--- src/rtl/vm_operand_loader_pkg.sv ---
// Shared types and defaults for the vedic-multiplier operand loader.
// Optional LED echo outputs are enabled by defining VM_LOADER_LED_ECHO_EN.
package vm_loader_pkg;

  localparam int DEFAULT_WIDTH           = 4;
  localparam int DEFAULT_DEBOUNCE_CYCLES = 16;

  typedef enum logic [1:0] {
    LOAD_A  = 2'd0,
    LOAD_B  = 2'd1,
    PRESENT = 2'd2
  } state_e;

  // Encoding shown on the phase LEDs; 00 is reserved for "in reset".
  function automatic logic [1:0] phase_code(state_e s);
    case (s)
      LOAD_A:  phase_code = 2'b01;
      LOAD_B:  phase_code = 2'b10;
      PRESENT: phase_code = 2'b11;
      default: phase_code = 2'b00;
    endcase
  endfunction

endpackage

--- src/rtl/vm_operand_loader_if.sv ---
// Operand handoff bus between the loader (master) and the multiplier (slave).
interface vm_operand_loader_if
  import vm_loader_pkg::*;
#(
  parameter int WIDTH = DEFAULT_WIDTH
) ();

  logic [WIDTH-1:0] op_a_o;
  logic [WIDTH-1:0] op_b_o;
  logic             op_valid_o;
  logic             op_ready_i;

  modport master (
    output op_a_o,
    output op_b_o,
    output op_valid_o,
    input  op_ready_i
  );

  modport slave (
    input  op_a_o,
    input  op_b_o,
    input  op_valid_o,
    output op_ready_i
  );

endinterface

--- src/rtl/vm_operand_loader_debounce.sv ---
// Two-flop synchroniser followed by a counting debouncer for one raw board input.
module vm_debounce
  import vm_loader_pkg::*;
#(
  parameter int DEBOUNCE_CYCLES = DEFAULT_DEBOUNCE_CYCLES
) (
  input  logic clk,
  input  logic rst_n,
  input  logic i_raw,
  output logic o_deb
);

  localparam int              CW       = $clog2(DEBOUNCE_CYCLES + 1);
  localparam logic [CW-1:0]   CNT_LAST = CW'(DEBOUNCE_CYCLES - 1);

  logic          r_sync1;
  logic          r_sync2;
  logic          r_deb;
  logic [CW-1:0] r_cnt;

  // NOTE: non-blocking assignments make r_sync2 take the old r_sync1, giving a
  // true two-stage chain; blocking here would collapse it into one flop.
  always_ff @(posedge clk or negedge rst_n) begin
    if (!rst_n) begin
      r_sync1 <= 1'b0;
      r_sync2 <= 1'b0;
      r_deb   <= 1'b0;
      r_cnt   <= '0;
    end else begin
      r_sync1 <= i_raw;
      r_sync2 <= r_sync1;
      if (r_sync2 == r_deb) begin
        r_cnt <= '0;
      end else if (r_cnt == CNT_LAST) begin
        // This is the DEBOUNCE_CYCLES-th consecutive differing sample.
        r_deb <= r_sync2;
        r_cnt <= '0;
      end else begin
        r_cnt <= r_cnt + CW'(1);
      end
    end
  end

  assign o_deb = r_deb;

endmodule

--- src/rtl/vm_operand_loader.sv ---
// Bit-serial operand entry (MSB first, A then B) from a switch and enter button.
// Defining VM_LOADER_LED_ECHO_EN adds led_echo_o / led_phase_o.
module vm_operand_loader
  import vm_loader_pkg::*;
#(
  parameter int WIDTH           = DEFAULT_WIDTH,
  parameter int DEBOUNCE_CYCLES = DEFAULT_DEBOUNCE_CYCLES
) (
  input  logic                       clk,
  input  logic                       rst_n,
  input  logic                       sw_bit_i,
  input  logic                       btn_enter_i,
  vm_operand_loader_if.master        op_if,
  output logic                       busy_o,
  output logic [$clog2(WIDTH+1)-1:0] bit_cnt_o
`ifdef VM_LOADER_LED_ECHO_EN
  ,
  output logic [WIDTH-1:0]           led_echo_o,
  output logic [1:0]                 led_phase_o
`endif
);

  localparam int            CW       = $clog2(WIDTH + 1);
  localparam logic [CW-1:0] CNT_LAST = CW'(WIDTH - 1);

  logic             w_sw_deb;
  logic             w_btn_deb;
  logic             w_press;
  logic             r_btn_prev;

  state_e           r_state;
  state_e           w_state_nxt;
  logic [WIDTH-1:0] r_op_a;
  logic [WIDTH-1:0] w_op_a_nxt;
  logic [WIDTH-1:0] r_op_b;
  logic [WIDTH-1:0] w_op_b_nxt;
  logic [CW-1:0]    r_bit_cnt;
  logic [CW-1:0]    w_bit_cnt_nxt;

  vm_debounce #(.DEBOUNCE_CYCLES(DEBOUNCE_CYCLES)) u_sw_deb (
    .clk   (clk),
    .rst_n (rst_n),
    .i_raw (sw_bit_i),
    .o_deb (w_sw_deb)
  );

  vm_debounce #(.DEBOUNCE_CYCLES(DEBOUNCE_CYCLES)) u_btn_deb (
    .clk   (clk),
    .rst_n (rst_n),
    .i_raw (btn_enter_i),
    .o_deb (w_btn_deb)
  );

  assign w_press = w_btn_deb & ~r_btn_prev;

  always_ff @(posedge clk or negedge rst_n) begin
    if (!rst_n) begin
      r_btn_prev <= 1'b0;
      r_state    <= LOAD_A;
      r_op_a     <= '0;
      r_op_b     <= '0;
      r_bit_cnt  <= '0;
    end else begin
      r_btn_prev <= w_btn_deb;
      r_state    <= w_state_nxt;
      r_op_a     <= w_op_a_nxt;
      r_op_b     <= w_op_b_nxt;
      r_bit_cnt  <= w_bit_cnt_nxt;
    end
  end

  // NOTE: every output of this block is given a hold value first, so no path
  // through the case leaves a signal unassigned and no latch is inferred.
  always_comb begin
    w_state_nxt   = r_state;
    w_op_a_nxt    = r_op_a;
    w_op_b_nxt    = r_op_b;
    w_bit_cnt_nxt = r_bit_cnt;
    case (r_state)
      LOAD_A: begin
        if (w_press) begin
          w_op_a_nxt = {r_op_a[WIDTH-2:0], w_sw_deb};
          if (r_bit_cnt == CNT_LAST) begin
            w_bit_cnt_nxt = '0;
            w_state_nxt   = LOAD_B;
          end else begin
            w_bit_cnt_nxt = r_bit_cnt + CW'(1);
          end
        end
      end
      LOAD_B: begin
        if (w_press) begin
          w_op_b_nxt = {r_op_b[WIDTH-2:0], w_sw_deb};
          if (r_bit_cnt == CNT_LAST) begin
            w_bit_cnt_nxt = '0;
            w_state_nxt   = PRESENT;
          end else begin
            w_bit_cnt_nxt = r_bit_cnt + CW'(1);
          end
        end
      end
      PRESENT: begin
        // Presses are dropped here, including one coinciding with the handshake.
        if (op_if.op_ready_i) begin
          w_op_a_nxt    = '0;
          w_op_b_nxt    = '0;
          w_bit_cnt_nxt = '0;
          w_state_nxt   = LOAD_A;
        end
      end
      default: begin
        w_state_nxt = LOAD_A;
      end
    endcase
  end

  assign op_if.op_a_o     = r_op_a;
  assign op_if.op_b_o     = r_op_b;
  assign op_if.op_valid_o = (r_state == PRESENT);
  assign busy_o           = (r_state == LOAD_B) ||
                            ((r_state == LOAD_A) && (r_bit_cnt != '0));
  assign bit_cnt_o        = r_bit_cnt;

`ifdef VM_LOADER_LED_ECHO_EN
  logic [WIDTH-1:0] r_led_echo;
  logic [1:0]       r_led_phase;

  // Registered from next-state values so the LEDs line up with op_a/op_b.
  always_ff @(posedge clk or negedge rst_n) begin
    if (!rst_n) begin
      r_led_echo  <= '0;
      r_led_phase <= 2'b00;
    end else begin
      r_led_echo  <= (w_state_nxt == LOAD_B) ? w_op_b_nxt : w_op_a_nxt;
      r_led_phase <= phase_code(w_state_nxt);
    end
  end

  assign led_echo_o  = r_led_echo;
  assign led_phase_o = r_led_phase;
`else
  // Echo LEDs are not built; the loader exposes only the operand bus.
`endif

endmodule
--- src/flat_wrapper.sv ---
// flat-port wrapper written by rule: the top's interface ports become plain ports
module vm_operand_loader_flat import vm_loader_pkg::*;
#(
  parameter int WIDTH           = DEFAULT_WIDTH,
  parameter int DEBOUNCE_CYCLES = DEFAULT_DEBOUNCE_CYCLES
)
  (clk, rst_n, sw_bit_i, btn_enter_i, busy_o, bit_cnt_o, op_if_op_a_o, op_if_op_b_o, op_if_op_valid_o, op_if_op_ready_i);
  vm_operand_loader_if #(.WIDTH(WIDTH)) op_if_i ();
  input  logic clk;
  input  logic rst_n;
  input  logic sw_bit_i;
  input  logic btn_enter_i;
  output logic busy_o;
  output logic [$clog2(WIDTH+1)-1:0] bit_cnt_o;
  output wire logic [$bits(op_if_i.op_a_o)-1:0] op_if_op_a_o;
  output wire logic [$bits(op_if_i.op_b_o)-1:0] op_if_op_b_o;
  output wire logic [$bits(op_if_i.op_valid_o)-1:0] op_if_op_valid_o;
  input wire logic [$bits(op_if_i.op_ready_i)-1:0] op_if_op_ready_i;
  assign op_if_op_a_o = op_if_i.op_a_o;
  assign op_if_op_b_o = op_if_i.op_b_o;
  assign op_if_op_valid_o = op_if_i.op_valid_o;
  assign op_if_i.op_ready_i = op_if_op_ready_i;
  vm_operand_loader #(.WIDTH(WIDTH), .DEBOUNCE_CYCLES(DEBOUNCE_CYCLES)) u_core (.clk(clk), .rst_n(rst_n), .sw_bit_i(sw_bit_i), .btn_enter_i(btn_enter_i), .op_if(op_if_i), .busy_o(busy_o), .bit_cnt_o(bit_cnt_o));
endmodule
--- config.mk ---
export PLATFORM = sky130hd
export DESIGN_NAME = vm_operand_loader_flat
export DESIGN_NICKNAME = d
export VERILOG_FILES = /design/src/rtl/vm_operand_loader_pkg.sv /design/src/rtl/vm_operand_loader_if.sv /design/src/rtl/vm_operand_loader_debounce.sv /design/src/rtl/vm_operand_loader.sv /design/src/flat_wrapper.sv
export SDC_FILE = /design/constraint.sdc
export NUM_CORES = 1
export LEC_CHECK = 0
export CORE_MARGIN = 5
export CORE_UTILIZATION = 40
export CTS_CLUSTER_DIAMETER = 200
export CTS_CLUSTER_SIZE = 28
export DETAILED_ROUTE_END_ITERATION = 6
export HOLD_SLACK_MARGIN = 0.03
export PLACE_DENSITY = 0.7
export SYNTH_ARGS = -nofsm -noshare
export SYNTH_HDL_FRONTEND = slang
export SYNTH_HIERARCHICAL = 1
export SYNTH_SLANG_ARGS = --single-unit
--- constraint.sdc ---
create_clock -name clk -period 1.6 [get_ports clk]
set_input_delay 0.32 -clock clk [delete_from_list [all_inputs] [get_ports clk]]
set_output_delay 0.32 -clock clk [all_outputs]
set_load 0.02 [all_outputs]
==> key figures <==
Timing
  • Fin crit period: 1.521 ns
  • Final Max Slew Viols: 0
  • Final Hold Viols: 0
  • Clk_skew: 0.008702 ns
  • Rel. slew slack: 0.7424
  • Setup-failing EPs final: 0
  • Min Hold Slack: 0.3615 ns
  • Minimum setup slack in the final design: 0.07855 ns
  • Fmax: 657.3 MHz
  • Worst-Margin Slew: 0.3864 ns
  • RSZ-0062 raised after global routing: no
  • Part of the cycle the worst path needs: 0.9509

Worst setup path
  • Critical path class: reg2out
  • Crit Path Max Fanout: 2
  • Data arrival, critical path: 1.20 ns
  • CP Data Required Time: 1.28 ns
  • CP startpoint kind: flop
  • Worst Setup End Kind: output port

Logic synthesis
  • Asr flop ratio synth: 1.000
  • Synth Net Count: 123
  • Mapped Area: 1329 um^2
  • Sequential cell area fraction in the yosys report: 0.5650
  • Synth Warn #: 6
  • Post-Syn Area per Cell: 11.66 um^2
  • EDFF count, synth: 0
  • Synthesized netlist cell count: 114
  • Seq cells post-synth: 30
  • Synth Flop Type: dfrtp_1
  • Yosys cell types: 31

Die
  • IO Pins: 18
  • Die Span Y: 67.64 um
  • Core footprint: 3284 um^2
  • Die X: 67.64 um
  • Rows: 21
  • Starting Density: 0.4046
  • Die area: 4574 um^2

Placement
  • HPWL after detailed placement: 1668 um
  • GP Congestion: 0.8071
  • Placed Area: 1588 um^2
  • Dpl ws: -0.01300 ns
  • Port-buffer cells: 17

Final layout
  • Layout cells sized above 1: 0.1888
  • Most frequent cells in the layout: 30 x dfrtp_1, 11 x dlygate4sd2_1, 9 x inv_1, 7 x buf_4, 7 x nand2_1
  • Multi-input gate area: 523.0 um^2
  • Fillers: 304
  • Register area: 750.7 um^2
  • ANT cells: 0
  • Final instance area: 1624 um^2
  • Most common cell after layout, fill and taps aside: dfrtp_1
  • Final nets: 151
  • Layout area overhead: 22.22%

Power and ir drop
  • Clock power share: 0.339
  • P_leak: 0.8083 nW
  • Comb pwr share: 0.077
  • Pwr dens: 850.6 nW/um^2
  • Internal cell power: 0.001045 W
  • Net Sw Power: 0.0003362 W
  • Worst vdd ir: 0.3111 mV
  • Sw Share: 0.2434
  • Seq pwr share: 0.584

Clock network
  • CTS Hold Bufs: 0
  • Clock H-tree levels: 2
  • Num CTS Buffers: 5
  • CTS Buffer Depth: 2
  • CTS tree: yes
  • Setup Buffers After CTS: 0
  • Clock latency at the later pin of the worst-skew pair: 0.32 ns
  • Clock Sinks: 30
  • Clock-pin slew on the worst setup and hold paths: 0.10 ns
  • Root Driver: clkbuf_4

Drt
  • WL final: 2313 um
  • Antenna-violating nets left: 0
  • First-pass DRT Iterations: 4
  • Initial DRC count: 37
  • Via count: 900
  • Vias per cell: 4.762
  • Drt drc: 0
  • Wire per inst: 12.24 um

Flow run
  • Max_cap viols: 0

Status
  • Status: completed

Hold path
  • Worst hold path type: reg2reg

Global routing
  • Initial antenna violation count: 0
  • First-pass GRT wire length: 4022 um
  • Global route overflow: 0
  • GRT Total Usage: 0.1210
  • Vias in the first global route: 922
  • Largest net degree at the start of global routing: 31
## sequential cells by signal, indices dropped and copies added, names as in the netlist
register,cells
u_core/u_sw_deb/o_deb,1
u_core/u_sw_deb/r_cnt,5
u_core/u_btn_deb/r_cnt,5
u_core/op_if.op_a_o,4
u_core/u_btn_deb/o_deb,1
u_core/bit_cnt_o,3
u_core/u_btn_deb/r_sync1,1
u_core/u_btn_deb/r_sync2,1
u_core/op_if.op_b_o,4
u_core/u_sw_deb/r_sync2,1
u_core/r_state,2
u_core/r_btn_prev,1
u_core/u_sw_deb/r_sync1,1
## logic make-up (layout without fill, tap and decap cells)
group,Yosys count,after routing,share of synthesized area
AO/OA/AOI/OAI,21,21,0.1102
XOR/XNOR,6,6,0.03955
adder cells (fa/ha/maj),4,4,0.03767
buffers and inverters,12,41,0.04143
flip-flops,30,30,0.5650
multiplexers,8,8,0.06215
AND/OR/NAND/NOR,33,33,0.1441
## per-layer routing
layer | track usage | up-vias | share of wire
met1 | 0.1417 | 434 | 0.45
met2 | 0.1968 | 15 | 0.49
met5 | 0 | - | 0
met4 | 0.06835 | 0 | 0.017
met3 | 0.03494 | 4 | 0.039
li1 | - | 447 | -
## power groups by stage
| stage | Sequential [W] | Clock (W) | Combinational [W] |
|---|---|---|---|
| final | 0.000807 | 0.000468 | 0.000107 |
| after floorplan | 0.000833 | 0 | 0.0000447 |
| after CTS | 0.000808 | 0.000488 | 0.000110 |
| after global placement | 0.000821 | 0 | 0.000114 |
| after detailed placement | 0.000823 | 0 | 0.000117 |
| after global routing | 0.000811 | 0.000518 | 0.000124 |
## worst max-delay path, stage by stage (launching register included)
cell     delay (ns)
dfrtp_1        0.35
inv_1          0.05
ha_1           0.18
a21oi_1        0.11
buf_2          0.18
## Yosys cell counts, types with 2 or more instances
cell / count / area (um^2)
ha_1: 4 / 50.05
nand3_2: 2 / 20.02
and2_1: 3 / 18.77
xor2_1: 6 / 52.55
inv_1: 9 / 33.78
nand2b_1: 2 / 12.51
buf_2: 2 / 10.01
mux2i_1: 6 / 60.06
nor2_2: 4 / 25.02
nand3_1: 2 / 10.01
a22oi_1: 3 / 22.52
o21ai_2: 2 / 17.52
nand2_1: 7 / 26.28
dfrtp_1: 30 / 750.7
and3_2: 2 / 15.01
mux2_1: 2 / 22.52
a22o_1: 2 / 17.52
o22ai_1: 3 / 18.77
a21oi_1: 5 / 25.02
o21ai_0: 2 / 10.01
nor2_1: 6 / 22.52
## per-stage QoR
stage,instances,total power [W],setup TNS (ns),utilization
floorplan,114,0.0008775,0,-
global placement,181,0.0009354,-0.0002074,0.4834
detailed placement,181,0.0009405,-0.01300,0.4834
CTS,189,0.001405,0,0.4956
global route,189,0.001453,0,0.4945
finish,189,0.001381,0,0.4945
## path summary, 6_finish.rpt
path / to / from / cells after the start / slack [ns]
hold reg to reg: u_core/u_btn_deb/r_sync2 / u_core/u_btn_deb/r_sync1 / 0 / 0.36
setup / recovery: busy_o / u_core/bit_cnt_o[0] / 4 / 0.08
hold / removal: u_core/u_btn_deb/r_sync2 / u_core/u_btn_deb/r_sync1 / 0 / 0.36
setup reg to reg: u_core/bit_cnt_o[0] / u_core/r_state[1] / 5 / 0.23
max in group asynchronous: u_core/u_sw_deb/r_cnt[0] / rst_n / 2 / 0.94
min in group asynchronous: u_core/bit_cnt_o[1] / rst_n / 2 / 0.37
## layout make-up
type	count	area share
Sequential cell	30	0.4622
Clock buffer	7	0.03390
Inverter	9	0.02080
Clock inverter	1	0.003082
Multi-Input combinational cell	72	0.3220
Tap cell	46	0.03544
Timing Repair Buffer	24	0.1225
## repair_timing
| item | CTS | global route |
|---|---|---|
| gates cloned | 0 | 0 |
| setup endpoints to repair | 13 | 1 |
| resized for setup | 16 | 2 |
Power figures use the tool's default switching activity.
